$ cat config.mk
export PLATFORM = sky130hd
export DESIGN_NAME = framebuffer_reader_flat
export DESIGN_NICKNAME = d
export VERILOG_FILES = /design/src/rtl/framebuffer_reader_if.sv /design/src/rtl/framebuffer_reader.sv /design/src/flat_wrapper.sv
export SDC_FILE = /design/constraint.sdc
export NUM_CORES = 1
export LEC_CHECK = 0
export ABC_CLOCK_PERIOD_IN_PS = 6200
export CAP_MARGIN = 40
export CORE_UTILIZATION = 28
export CTS_CLUSTER_SIZE = 25
export DETAILED_ROUTE_END_ITERATION = 6
export GPL_TIMING_DRIVEN = 0
export MAX_ROUTING_LAYER = met4
export SYNTH_ARGS = -nofsm -noshare
export SYNTH_HDL_FRONTEND = slang
export SYNTH_SLANG_ARGS = --single-unit
$ cat constraint.sdc
create_clock -name clk -period 6.2 [get_ports clk]
set_input_delay 1.24 -clock clk [delete_from_list [all_inputs] [get_ports clk]]
set_output_delay 1.24 -clock clk [all_outputs]
set_load 0.01 [all_outputs]
$ cat src/rtl/framebuffer_reader_if.sv
// framebuffer_reader_if: pixel beat stream carrying raster coordinates and pixel word
interface framebuffer_reader_if #(
   parameter int COORD_BITS = 16,
   parameter int PIXEL_BITS = 16
);
   logic valid_out;
   logic ready_in;
   logic [COORD_BITS-1:0] pixel_x_out;
   logic [COORD_BITS-1:0] pixel_y_out;
   logic [PIXEL_BITS-1:0] pixel_value;
   modport master(output valid_out, pixel_x_out, pixel_y_out, pixel_value, input ready_in);
   modport slave(input valid_out, pixel_x_out, pixel_y_out, pixel_value, output ready_in);
endinterface

$ cat src/rtl/framebuffer_reader.sv
// framebuffer_reader: walks the pixel BRAM in raster order and streams (x, y, value) beats
module framebuffer_reader #(
   parameter int FRAME_WIDTH  = 512,
   parameter int FRAME_HEIGHT = 384,
   parameter int ADDR_BITS    = 18,
   parameter int PIXEL_BITS   = 16,
   parameter int COORD_BITS   = 16,
   parameter int READ_LATENCY = 2,
   parameter int FIFO_DEPTH   = 4
) (
   input  logic                  clk,
   input  logic                  rst,
   input  logic                  start,
   output logic                  busy,
   output logic                  done,
   output logic [ADDR_BITS-1:0]  mem_addr,
   output logic                  mem_en,
   input  logic [PIXEL_BITS-1:0] mem_data,
   framebuffer_reader_if.master  s
);
   localparam int XB = $clog2(FRAME_WIDTH);
   localparam int YB = $clog2(FRAME_HEIGHT + 1);
   localparam int PB = $clog2(FIFO_DEPTH);
   localparam int CB = $clog2(FIFO_DEPTH + 1) + 1;
   typedef enum logic [1:0] {IDLE, READ, DRAIN} state_t;
   state_t state, state_n;
   logic [XB-1:0] rd_x;
   logic [YB-1:0] rd_y;
   logic [READ_LATENCY-1:0] tag;
   logic [XB-1:0] tx [READ_LATENCY];
   logic [YB-1:0] ty [READ_LATENCY];
   logic [XB-1:0] fx [FIFO_DEPTH];
   logic [YB-1:0] fy [FIFO_DEPTH];
   logic [PIXEL_BITS-1:0] fv [FIFO_DEPTH];
   logic [PB-1:0] wp, rp;
   logic [CB-1:0] count, inflight;
   logic push, pop, last_rd, last_pop;
   always_comb begin
      inflight = '0;
      for (int i = 0; i < READ_LATENCY; i++) inflight = inflight + CB'(tag[i]);
   end
   // Reserving FIFO room for every in-flight read makes overflow impossible
   assign mem_en = state == READ && (count + inflight) < CB'(FIFO_DEPTH);
   assign mem_addr = ADDR_BITS'({rd_y, rd_x});
   assign last_rd = rd_x == XB'(FRAME_WIDTH - 1) && rd_y == YB'(FRAME_HEIGHT - 1);
   assign push = tag[READ_LATENCY-1];
   assign pop = s.valid_out && s.ready_in;
   assign last_pop = state == DRAIN && pop && count == CB'(1) && inflight == '0;
   assign busy = state != IDLE;
   assign s.valid_out = count != '0;
   assign s.pixel_x_out = s.valid_out ? COORD_BITS'(fx[rp]) : '0;
   assign s.pixel_y_out = s.valid_out ? COORD_BITS'(fy[rp]) : '0;
   assign s.pixel_value = s.valid_out ? fv[rp] : '0;
   always_comb begin
      state_n = state;
      state_n = state == IDLE ? (start ? READ : IDLE) :
                state == READ ? (mem_en && last_rd ? DRAIN : READ) :
                (last_pop ? IDLE : DRAIN);
   end
   always_ff @(posedge clk) state <= rst ? IDLE : state_n;
   always_ff @(posedge clk) begin
      if (rst) begin
         tag   <= '0;
         count <= '0;
         wp    <= '0;
         rp    <= '0;
         done  <= 1'b0;
         rd_x  <= '0;
         rd_y  <= '0;
      end else begin
         done  <= last_pop;
         tag   <= READ_LATENCY'({tag, mem_en});
         count <= count + CB'(push) - CB'(pop);
         if (state == IDLE && start) begin
            rd_x <= '0;
            rd_y <= '0;
         end else if (mem_en) begin
            rd_x <= rd_x + XB'(1);
            rd_y <= rd_y + YB'(rd_x == XB'(FRAME_WIDTH - 1));
         end
         if (push) wp <= wp == PB'(FIFO_DEPTH - 1) ? '0 : wp + PB'(1);
         if (pop) rp <= rp == PB'(FIFO_DEPTH - 1) ? '0 : rp + PB'(1);
      end
   end
   always_ff @(posedge clk) begin
      tx[0] <= rd_x;
      ty[0] <= rd_y;
      for (int i = 1; i < READ_LATENCY; i++) begin
         tx[i] <= tx[i-1];
         ty[i] <= ty[i-1];
      end
      if (push) begin
         fx[wp] <= tx[READ_LATENCY-1];
         fy[wp] <= ty[READ_LATENCY-1];
         fv[wp] <= mem_data;
      end
   end
endmodule

$ cat src/flat_wrapper.sv
// flat-port wrapper written by rule: the top's interface ports become plain ports
module framebuffer_reader_flat 
#(
   parameter int FRAME_WIDTH  = 512,
   parameter int FRAME_HEIGHT = 384,
   parameter int ADDR_BITS    = 18,
   parameter int PIXEL_BITS   = 16,
   parameter int COORD_BITS   = 16,
   parameter int READ_LATENCY = 2,
   parameter int FIFO_DEPTH   = 4
)
  (clk, rst, start, busy, done, mem_addr, mem_en, mem_data, s_valid_out, s_pixel_x_out, s_pixel_y_out, s_pixel_value, s_ready_in);
  framebuffer_reader_if #(.COORD_BITS(COORD_BITS), .PIXEL_BITS(PIXEL_BITS)) s_i ();
  input  logic clk;
  input  logic rst;
  input  logic start;
  output logic busy;
  output logic done;
  output logic [ADDR_BITS-1:0] mem_addr;
  output logic mem_en;
  input  logic [PIXEL_BITS-1:0] mem_data;
  output wire logic [$bits(s_i.valid_out)-1:0] s_valid_out;
  output wire logic [$bits(s_i.pixel_x_out)-1:0] s_pixel_x_out;
  output wire logic [$bits(s_i.pixel_y_out)-1:0] s_pixel_y_out;
  output wire logic [$bits(s_i.pixel_value)-1:0] s_pixel_value;
  input wire logic [$bits(s_i.ready_in)-1:0] s_ready_in;
  assign s_valid_out = s_i.valid_out;
  assign s_pixel_x_out = s_i.pixel_x_out;
  assign s_pixel_y_out = s_i.pixel_y_out;
  assign s_pixel_value = s_i.pixel_value;
  assign s_i.ready_in = s_ready_in;
  framebuffer_reader #(.FRAME_WIDTH(FRAME_WIDTH), .FRAME_HEIGHT(FRAME_HEIGHT), .ADDR_BITS(ADDR_BITS), .PIXEL_BITS(PIXEL_BITS), .COORD_BITS(COORD_BITS), .READ_LATENCY(READ_LATENCY), .FIFO_DEPTH(FIFO_DEPTH)) u_core (.clk(clk), .rst(rst), .start(start), .busy(busy), .done(done), .mem_addr(mem_addr), .mem_en(mem_en), .mem_data(mem_data), .s(s_i));
endmodule
# Word level (Yosys, flattened, before mapping)
# Memories as Yosys holds them, arrays and structs flattened. A register that Yosys moved wholly into a read port is not among the register bits.
# Index checks and enable logic that the tools add are counted.
# word_totals
ff_bits,31
ramBits,172
inputBits,20
output_inout_bits,70
word_cells,60
mem_count,5
# memory_table
memory,depth,word_bits,read_ports,rd_clocked_by_memory_dff,write_ports,line,text
u_core.fv,4,16,1,1,1,framebuffer_reader.sv:34,logic [PIXEL_BITS-1:0] fv [FIFO_DEPTH];
u_core.fx,4,9,1,1,1,framebuffer_reader.sv:32,logic [XB-1:0] fx [FIFO_DEPTH];
u_core.fy,4,9,1,1,1,framebuffer_reader.sv:33,logic [YB-1:0] fy [FIFO_DEPTH];
u_core.tx,2,9,2,0,2,framebuffer_reader.sv:30,logic [XB-1:0] tx [READ_LATENCY];
u_core.ty,2,9,2,0,2,framebuffer_reader.sv:31,logic [YB-1:0] ty [READ_LATENCY];
# op_classes
n_addsub,8
magnitude_cmp,1
n_eq_ne,7
n_mux,18
reduce_logical,13
# ops
operator,n
2-bit 2-to-1 mux,12
"9-bit == test, second input constant",2
9-bit 2-to-1 mux,2
16-bit 2-to-1 mux,1
9-bit by 1-bit adder with 9-bit output,1
"9-bit by 1-bit adder with 9-bit output, second input constant",1
1-bit logical AND,8
"2-bit == test, second input constant",3
"2-bit by 1-bit adder with 2-bit output, second input constant",2
4-bit by 1-bit adder with 4-bit output,1
4-bit adder,1
"4-bit by 1-bit == test with 1-bit output, second input constant",1
4-bit logical NOT,1
"4-bit by 3-bit less-than comparator with 1-bit output, second input constant",1
4-bit nonzero test,1
4-bit by 1-bit subtractor with 4-bit output,1
1-bit 2-to-1 mux,3
1-bit by 1-bit adder with 2-bit output,1
"2-bit by 1-bit == test with 1-bit output, second input constant",1
2-bit logical NOT,1
2-bit nonzero test,1
2-bit OR reduction,1

# Longest topological paths before layout
# Gate-level depths: netlist of the first run.
# logic_depth
depth_word,8
depth_mapped,13
depth_no_buf,12

# Worst setup path after synthesis of the first run
# Ideal clock, no wire load.
# synth_path
kind,reg2out
startpoint,register u_core.tag[1]
endpoint,output port mem_en
arrival_ns,1.652
required_ns,4.960
setup_slack_ns,3.308
stages_incl_launch_ff,8
path_buffers,2
cell_sequence,dfxtp_1 ha_1 ha_1 a31oi_2 mux2i_1 buf_6 buf_4 inv_1
# synth_via
elab_chain_cells,4
# synth_lines
element,line,text
"start, declared",framebuffer_reader.sv:29,logic [READ_LATENCY-1:0] tag;
"start signal, assigned",framebuffer_reader.sv:72,"tag <= READ_LATENCY'({tag, mem_en});"
1-bit by 1-bit adder with 2-bit output,framebuffer_reader.sv:40,for (int i = 0; i < READ_LATENCY; i++) inflight = inflight + CB'(tag[i]);
4-bit adder,framebuffer_reader.sv:43,assign mem_en = state == READ && (count + inflight) < CB'(FIFO_DEPTH);
4-bit by 3-bit less-than comparator with 1-bit output,framebuffer_reader.sv:43,
1-bit logical AND,framebuffer_reader.sv:43,
"end, declared",flat_wrapper.sv:20,output logic mem_en;
# No other way between the ends.

# Final worst setup path of the first run
# Ends and elaborated chain as after synthesis.

==> results.toml, run 1 <==
[critical_path]
crit_path_cell_trace = "inv_1 > ha_1 > a31oi_2 > mux2i_1 > buf_6 > buf_4 > inv_1 > clkdlybuf4s50_1"
reg2reg_from = "u_core.count[2]"
cp_top_family = "buffers and inverters"
startpoint_type = "register"
slowest_delay_ns = 0.52
endpoint_kind = "output port"
critPathMostFrequentCell = "inv_1"
critPathSlowestCell = "clkdlybuf4s50_1"
critPathLaunch = "u_core.tag[1]"
worstSetupPathType = "reg -> out"
worstPathArrival_ns = 2.91
crit_required_ns = 4.96
crit_fanout = 10
cp_num_buf_inv = 5

[timing]
grt_setup_unrepaired = "no"
period_needed_ns = 4.15
fmax_ghz = 0.241
setup-violations-final = 0
relSlewSlack_pct = 54.9
final_hold_viol_count = 0
post-route-period-util_pct = 66.9
worstMarginPinSlew_ns = 0.676
slew_violations = 0
clock_skew_ns = 0.0180
fin_setup_tns_ns = 0

[cts]
cts_sinks = 205
clock_latency_ns = 0.49
cts_buffer_depth = 3
postCtsSetupRepairBufs = 0
ctsHoldBuffers = 0
numCtsBuffers = 22
root_buffer = "clkbuf_16"
clk_pin_slew_ns = 0.06
htreeDepth = 1
cts_tree = "done"
cts-resized-gates = 0

[synth]
synth_compound_area_share_pct = 2.90
synth_xor_area_share_pct = 0.346
synth_ff_type = "edfxtp_1"
synth_seq_cells = 205
ys_seq_area_share_pct = 72.0
yosys.area_share.adder_pct = 3.07
syn_area_um2 = 7590
synth_top_family_by_area = "multiplexers"
yosysWarningCount = 0
yosys.area_share.simple_pct = 7.76
synth_edf_count = 136
synth_cells = 452
muxShareOfSynthArea_pct = 10.6
synth_async_sr_flop_share_pct = 0
syn-mean-instance-area_um2 = 16.8
ys_types = 38

[layout]
syn_to_final_growth_pct = 27.7
final_cells = 919
final_cell_area_um2 = 9690
num_antenna_cells = 0
n_fill_cell = 2424
drive_above_1_share_pct = 17.6
final_net_count = 606

[floorplanning]
start_util_pct = 28.8
fp.dieW_um = 167
row_count = 59
core-area_um2 = 26400
die_h_um = 167
design.die.area_um2 = 27800
pin_count = 90

[place]
hpwl_um = 9690
io_buffers = 75
globalplace.congestion = 0.824
postPlaceCellArea_um2 = 8900
placed_cells = 879

[pwr]
leakage_uw = 0.00332
cellPowerDensity_nw_per_um2 = 390
ir_drop_mv = 0.150

[grt]
grt_usage_pct = 10.9
first_global_vias = 4183
grt_pass1_wl_um = 23100
grt_max_degree = 25
gr-total-overflow = 0
antenna_found_initial = 0

[route]
first_iter_violations = 203
drc_errors = 0
vias = 4070
drt-vias-per-instance = 4.43
ant_nets = 0
drt-pass1-iter-count = 4
routedWlPerCell_um = 16.0
totalWireLength_um = 14700

[hold_path]
min_path_type = "reg -> reg"
min_from = "u_core.tx[0][1]"

[status]
status = "finished clean"

[run]
maxCapViolations = 0
[state kept, by name, indices dropped and copies added, names as in the netlist, named ones only]
signal	count
u_core.count	4
u_core.fx	36
u_core.wp	2
u_core.ty	18
u_core.state	2
u_core.rd_y	9
u_core.fy	36
u_core.tag	2
u_core.done	1
u_core.rp	2
u_core.tx	18
u_core.rd_x	9
u_core.fv	64
[per-layer routing]
| layer | part of all wire, % | global-route usage (%) | up-vias |
|---|---|---|---|
| met5 | 0 | - | - |
| met4 | 1.4 | 3.18 | 0 |
| met3 | 4.8 | 2.02 | 21 |
| met2 | 50 | 18.6 | 118 |
| met1 | 43 | 13.2 | 2016 |
| li1 | - | - | 1915 |
[area by class of cell]
cell class                      instances  area [um^2]  area share, %
Sequential cell                       205         5470           56.4
Multi-Input combinational cell        213         1930           19.9
Timing Repair Buffer                   79          831           8.57
Clock buffer                           30          653           6.74
Tap cell                              335          419           4.32
Buffer                                 32          193           1.99
Clock inverter                         10          143           1.47
Inverter                               15         56.3          0.581
[through the flow]
stage,hold slack [ns],util (%),total power (uW),setup slack [ns]
2_1_floorplan,0.310,-,2030,3.31
3_3_place_gp,0.310,33.4,2430,2.46
3_5_place_dp,0.312,33.8,2440,2.42
4_1_cts,0.324,36.8,3850,1.92
5_1_grt,0.333,36.8,3960,1.79
6_report,0.324,36.8,3780,2.05
[path summary, 6_finish.rpt]
check                                         to  slack, ns  cells after the start
worst max register to register   u_core.count[2]       3.37                     13
worst max-delay path                      mem_en       2.05                      8
worst min register to register  u_core.tx[0][10]       0.32                      0
worst min-delay path            u_core.tx[0][10]       0.32                      0
[cells by family after synthesis]
group,after synthesis
AOI/OAI and AO/OA,38
adders and majority gates,18
and+or+nand+nor,102
buffers and inverters,47
other,1
xor gates and xnor gates,3
DFF,205
muxes,38
[synth_stat cells (4+ instances only)]
cell type	instances	share of area [%]
edfxtp_1	136	54
dfxtp_1	69	18
and2_1	39	3.2
mux4_2	34	10
a21oi_1	21	1.4
ha_1	17	2.8
buf_4	16	1.6
nand2_1	16	0.79
inv_1	15	0.74
nor2_1	13	0.64
clkbuf_1	10	0.49
or3_1	9	0.74
nand3_1	8	0.53
o21ai_0	8	0.53
or4_1	6	0.59
o31ai_1	5	0.49
buf_2	4	0.26
mux2i_1	4	0.53
[layout by cell type, fill, tap and decap left out, drive strengths merged]
master / n
nor4b: 1
mux2i: 4
o21ai: 8
a21oi: 21
xnor2: 2
mux4: 34
nor2b: 1
nor3: 1
bufinv: 3
clkdlybuf4s50: 75
and3: 1
a21o: 2
nand4: 1
and4: 1
and4b: 1
o211a: 1
o31ai: 5
ha: 17
conb: 14
nand3: 8
and4bb: 1
dfxtp: 69
nor2: 13
edfxtp: 136
nor3b: 1
inv: 18
or4: 6
xor2: 1
nand4b: 1
nand2: 16
fa: 1
a31oi: 1
or3: 9
buf: 26
clkbuf: 40
or3b: 1
and2: 39
clkinv: 4
[power by group]
| group | switching (uW) | leakage (uW) | internal (uW) | total (uW) |
|---|---|---|---|---|
| clock network | 520 | 0.000392 | 871 | 1390 |
| registers | 25.6 | 0.00180 | 1490 | 1510 |
| logic | 394 | 0.00112 | 483 | 877 |
Power figures use the tool's default switching activity.
==> run 2: changes to the inputs <==
--- a/config.mk
+++ b/config.mk
@@ -5,7 +5,7 @@
 export SDC_FILE = /design/constraint.sdc
 export NUM_CORES = 1
 export LEC_CHECK = 0
-export ABC_CLOCK_PERIOD_IN_PS = 6200
+export ABC_CLOCK_PERIOD_IN_PS = 4300
 export CAP_MARGIN = 40
 export CORE_UTILIZATION = 28
 export CTS_CLUSTER_SIZE = 25
==> constraint.sdc (replaced) <==
create_clock -name clk -period 4.3 [get_ports clk]
set_input_delay 0.86 -clock clk [delete_from_list [all_inputs] [get_ports clk]]
set_output_delay 0.86 -clock clk [all_outputs]
set_load 0.01 [all_outputs]
==> results of run 2 <==
The final DEF is identical to that of run 1. Status: finished clean.
Among the figures that moved: setup slack after placement 2.42 ns -> 0.895 ns; setup slack after layout 2.05 ns -> 0.531 ns; register-to-register setup slack 3.37 ns -> 1.47 ns; total power 3780 uW -> 5450 uW; worst IR drop on VDD 0.150 mV -> 0.217 mV
==> run 3: changes to the inputs <==
--- a/config.mk
+++ b/config.mk
@@ -5,8 +5,9 @@
 export SDC_FILE = /design/constraint.sdc
 export NUM_CORES = 1
 export LEC_CHECK = 0
-export ABC_CLOCK_PERIOD_IN_PS = 4300
+export ABC_CLOCK_PERIOD_IN_PS = 3050
 export CAP_MARGIN = 40
+export CORE_MARGIN = 3
 export CORE_UTILIZATION = 28
 export CTS_CLUSTER_SIZE = 25
 export DETAILED_ROUTE_END_ITERATION = 6
==> constraint.sdc (replaced) <==
create_clock -name clk -period 3.05 [get_ports clk]
set_input_delay 0.61 -clock clk [delete_from_list [all_inputs] [get_ports clk]]
set_output_delay 0.61 -clock clk [all_outputs]
set_load 0.01 [all_outputs]
==> results.toml, run 3 (synthesis gave the netlist of run 1 again) <==
[critical_path]
crit_path_cell_trace = "inv_1 > ha_1 > or3b_4 > buf_4 > and2_1 > clkdlybuf4s50_1"
startpoint_type = "register"
critPathSlowestCell = "clkdlybuf4s50_1"
crit_required_ns = 2.44
r2r_setup_slack_ns = 0.34
crit_fanout = 5
endpoint_kind = "output port"
reg2reg_from = "u_core.count[2]"
worstSetupPathType = "reg -> out"
timing.rr.end = "u_core.count[2]"
worstPathArrival_ns = 2.36
slowest_delay_ns = 0.48
rr_worst_depth = 13

[layout]
seq_area_um2 = 5470
reg_top3 = "u_core.fv x64, u_core.fx x36, u_core.fy x36"
largest_register_ffs = 64
top_register = "u_core.fv"
num_antenna_cells = 0
n_fill_cell = 2425
syn_to_final_growth_pct = 30.1
mostFrequentLayoutCell = "edfxtp_1"
utilization_pct = 37.5
final_net_count = 611
layout_common_cells = "136 x edfxtp_1, 67 x dfxtp_1, 60 x clkdlybuf4s50_1, 35 x and2_1, 34 x mux4_2"
drive_above_1_share_pct = 20.8
multiInputGateArea_um2 = 1960

[floorplanning]
core-area_um2 = 26400
design.die.area_um2 = 29100
row_count = 59
start_util_pct = 28.8
pin_count = 90
die_h_um = 171
fp.dieW_um = 171

[route]
drt-vias-per-instance = 4.40
routedWlPerCell_um = 16.6
drt-pass1-iter-count = 4
first_iter_violations = 296
drc_errors = 0
ant_nets = 0
vias = 4072
totalWireLength_um = 15400

[timing]
period_needed_ns = 2.97
final_hold_viol_count = 0
fmax_ghz = 0.337
setup-violations-final = 0
post-route-period-util_pct = 97.3
grt_setup_unrepaired = "no"
slew_violations = 0
clock_skew_ns = 0.0191
layout_setup_ws_ns = 0.0831

[grt]
grt_pass1_wl_um = 24000
grt_usage_pct = 10.8
grt_max_degree = 28
antenna_found_initial = 0
gr-total-overflow = 0
first_global_vias = 4385

[place]
globalplace.congestion = 0.759
hpwl_um = 9970
dp_slack_ns = -0.193
io_buffers = 75

[pwr]
clkPwrFrac_pct = 35.9
cellPowerDensity_nw_per_um2 = 795
ir_drop_mv = 0.318
switching_share_pct = 25.2
netSwitchingPower_uw = 1980
power_frac_seq_pct = 39.3
pwr-share-comb_pct = 24.8
p_int_uw = 5870
leakage_uw = 0.00355

[hold_path]
hold_path_depth = 0
min_from = "u_core.ty[0][5]"
min_path_type = "reg -> reg"
min_to = "u_core.ty[0][14]"

[cts]
cts_sinks = 205
numCtsBuffers = 23
root_buffer = "clkbuf_16"
clk_pin_slew_ns = 0.06
cts_tree = "done"
cts_buffer_depth = 3
clock_latency_ns = 0.50
htreeDepth = 1

[status]
status = "finished clean"

[run]
maxCapViolations = 0
## run 3: cell type report
type                       instances  area share [%]
multi-input combinational        213            19.8
sequential                       205            55.4
buffer                            29            2.65
tap                              335            4.24
clock buffer                      25            6.00
timing repair buffer              86            9.28
inverter                          15           0.608
clock inverter                    17            2.03
## run 3: worst max-delay path by stage
stage	from	endpoint	slack [ns]	cells past startpoint
2_1_floorplan	u_core.count[2]	u_core.count[2]	0.56	13
3_3_place_gp	u_core.count[2]	s_pixel_y_out[5]	-0.12	7
3_5_place_dp	u_core.count[2]	s_pixel_y_out[5]	-0.19	7
4_1_cts	register	s_pixel_value[5]	0.0001	5
5_1_grt	register	s_pixel_value[7]	0.006	4
6_report	u_core.count[2]	s_pixel_x_out[8]	0.08	6
## run 3: power by group through the flow
stage                     sequential (uW)  clock [uW]  combinational (uW)
after detailed placement             3130           0                1860
after global routing                 3100        3020                2130
after floorplan                      3120           0                1010
after global placement               3130           0                1840
final                                3090        2820                1940
after CTS                            3090        2910                1990
## run 3: through the flow
step	hold WS, ns	std cells	area, um^2	total power (uW)	TNS [ns]
3_5_place_dp	0.312	879	8900	5000	-2.68
6_report	0.325	925	9880	7850	0
5_1_grt	0.332	925	9880	8250	0
3_3_place_gp	0.313	875	8810	4970	-1.15
4_1_cts	0.326	922	9800	7990	0
2_1_floorplan	0.310	465	7640	4130	0
## run 3: worst max-delay path, delay by kind of cell (launching register included)
family	cells	cell delay, ns
fa+ha+maj	1	0.17
buf+inv	3	0.73
flops	1	0.34
simple gates	2	0.61
## run 3: repair_timing
item	in CTS	in global routing
hold buffers	0	0
gates resized for setup	32	21
pin swaps	0	1
endpoints found under the setup margin	36	30
setup buffers	4	3
## run 3: routing by layer
layer	routed length, um	up-vias	track usage [%]
met3	678	24	2.13
met5	0	-	-
li1	-	1907	-
met4	204	0	2.47
met2	7720	100	18.3
met1	6780	2041	13.3
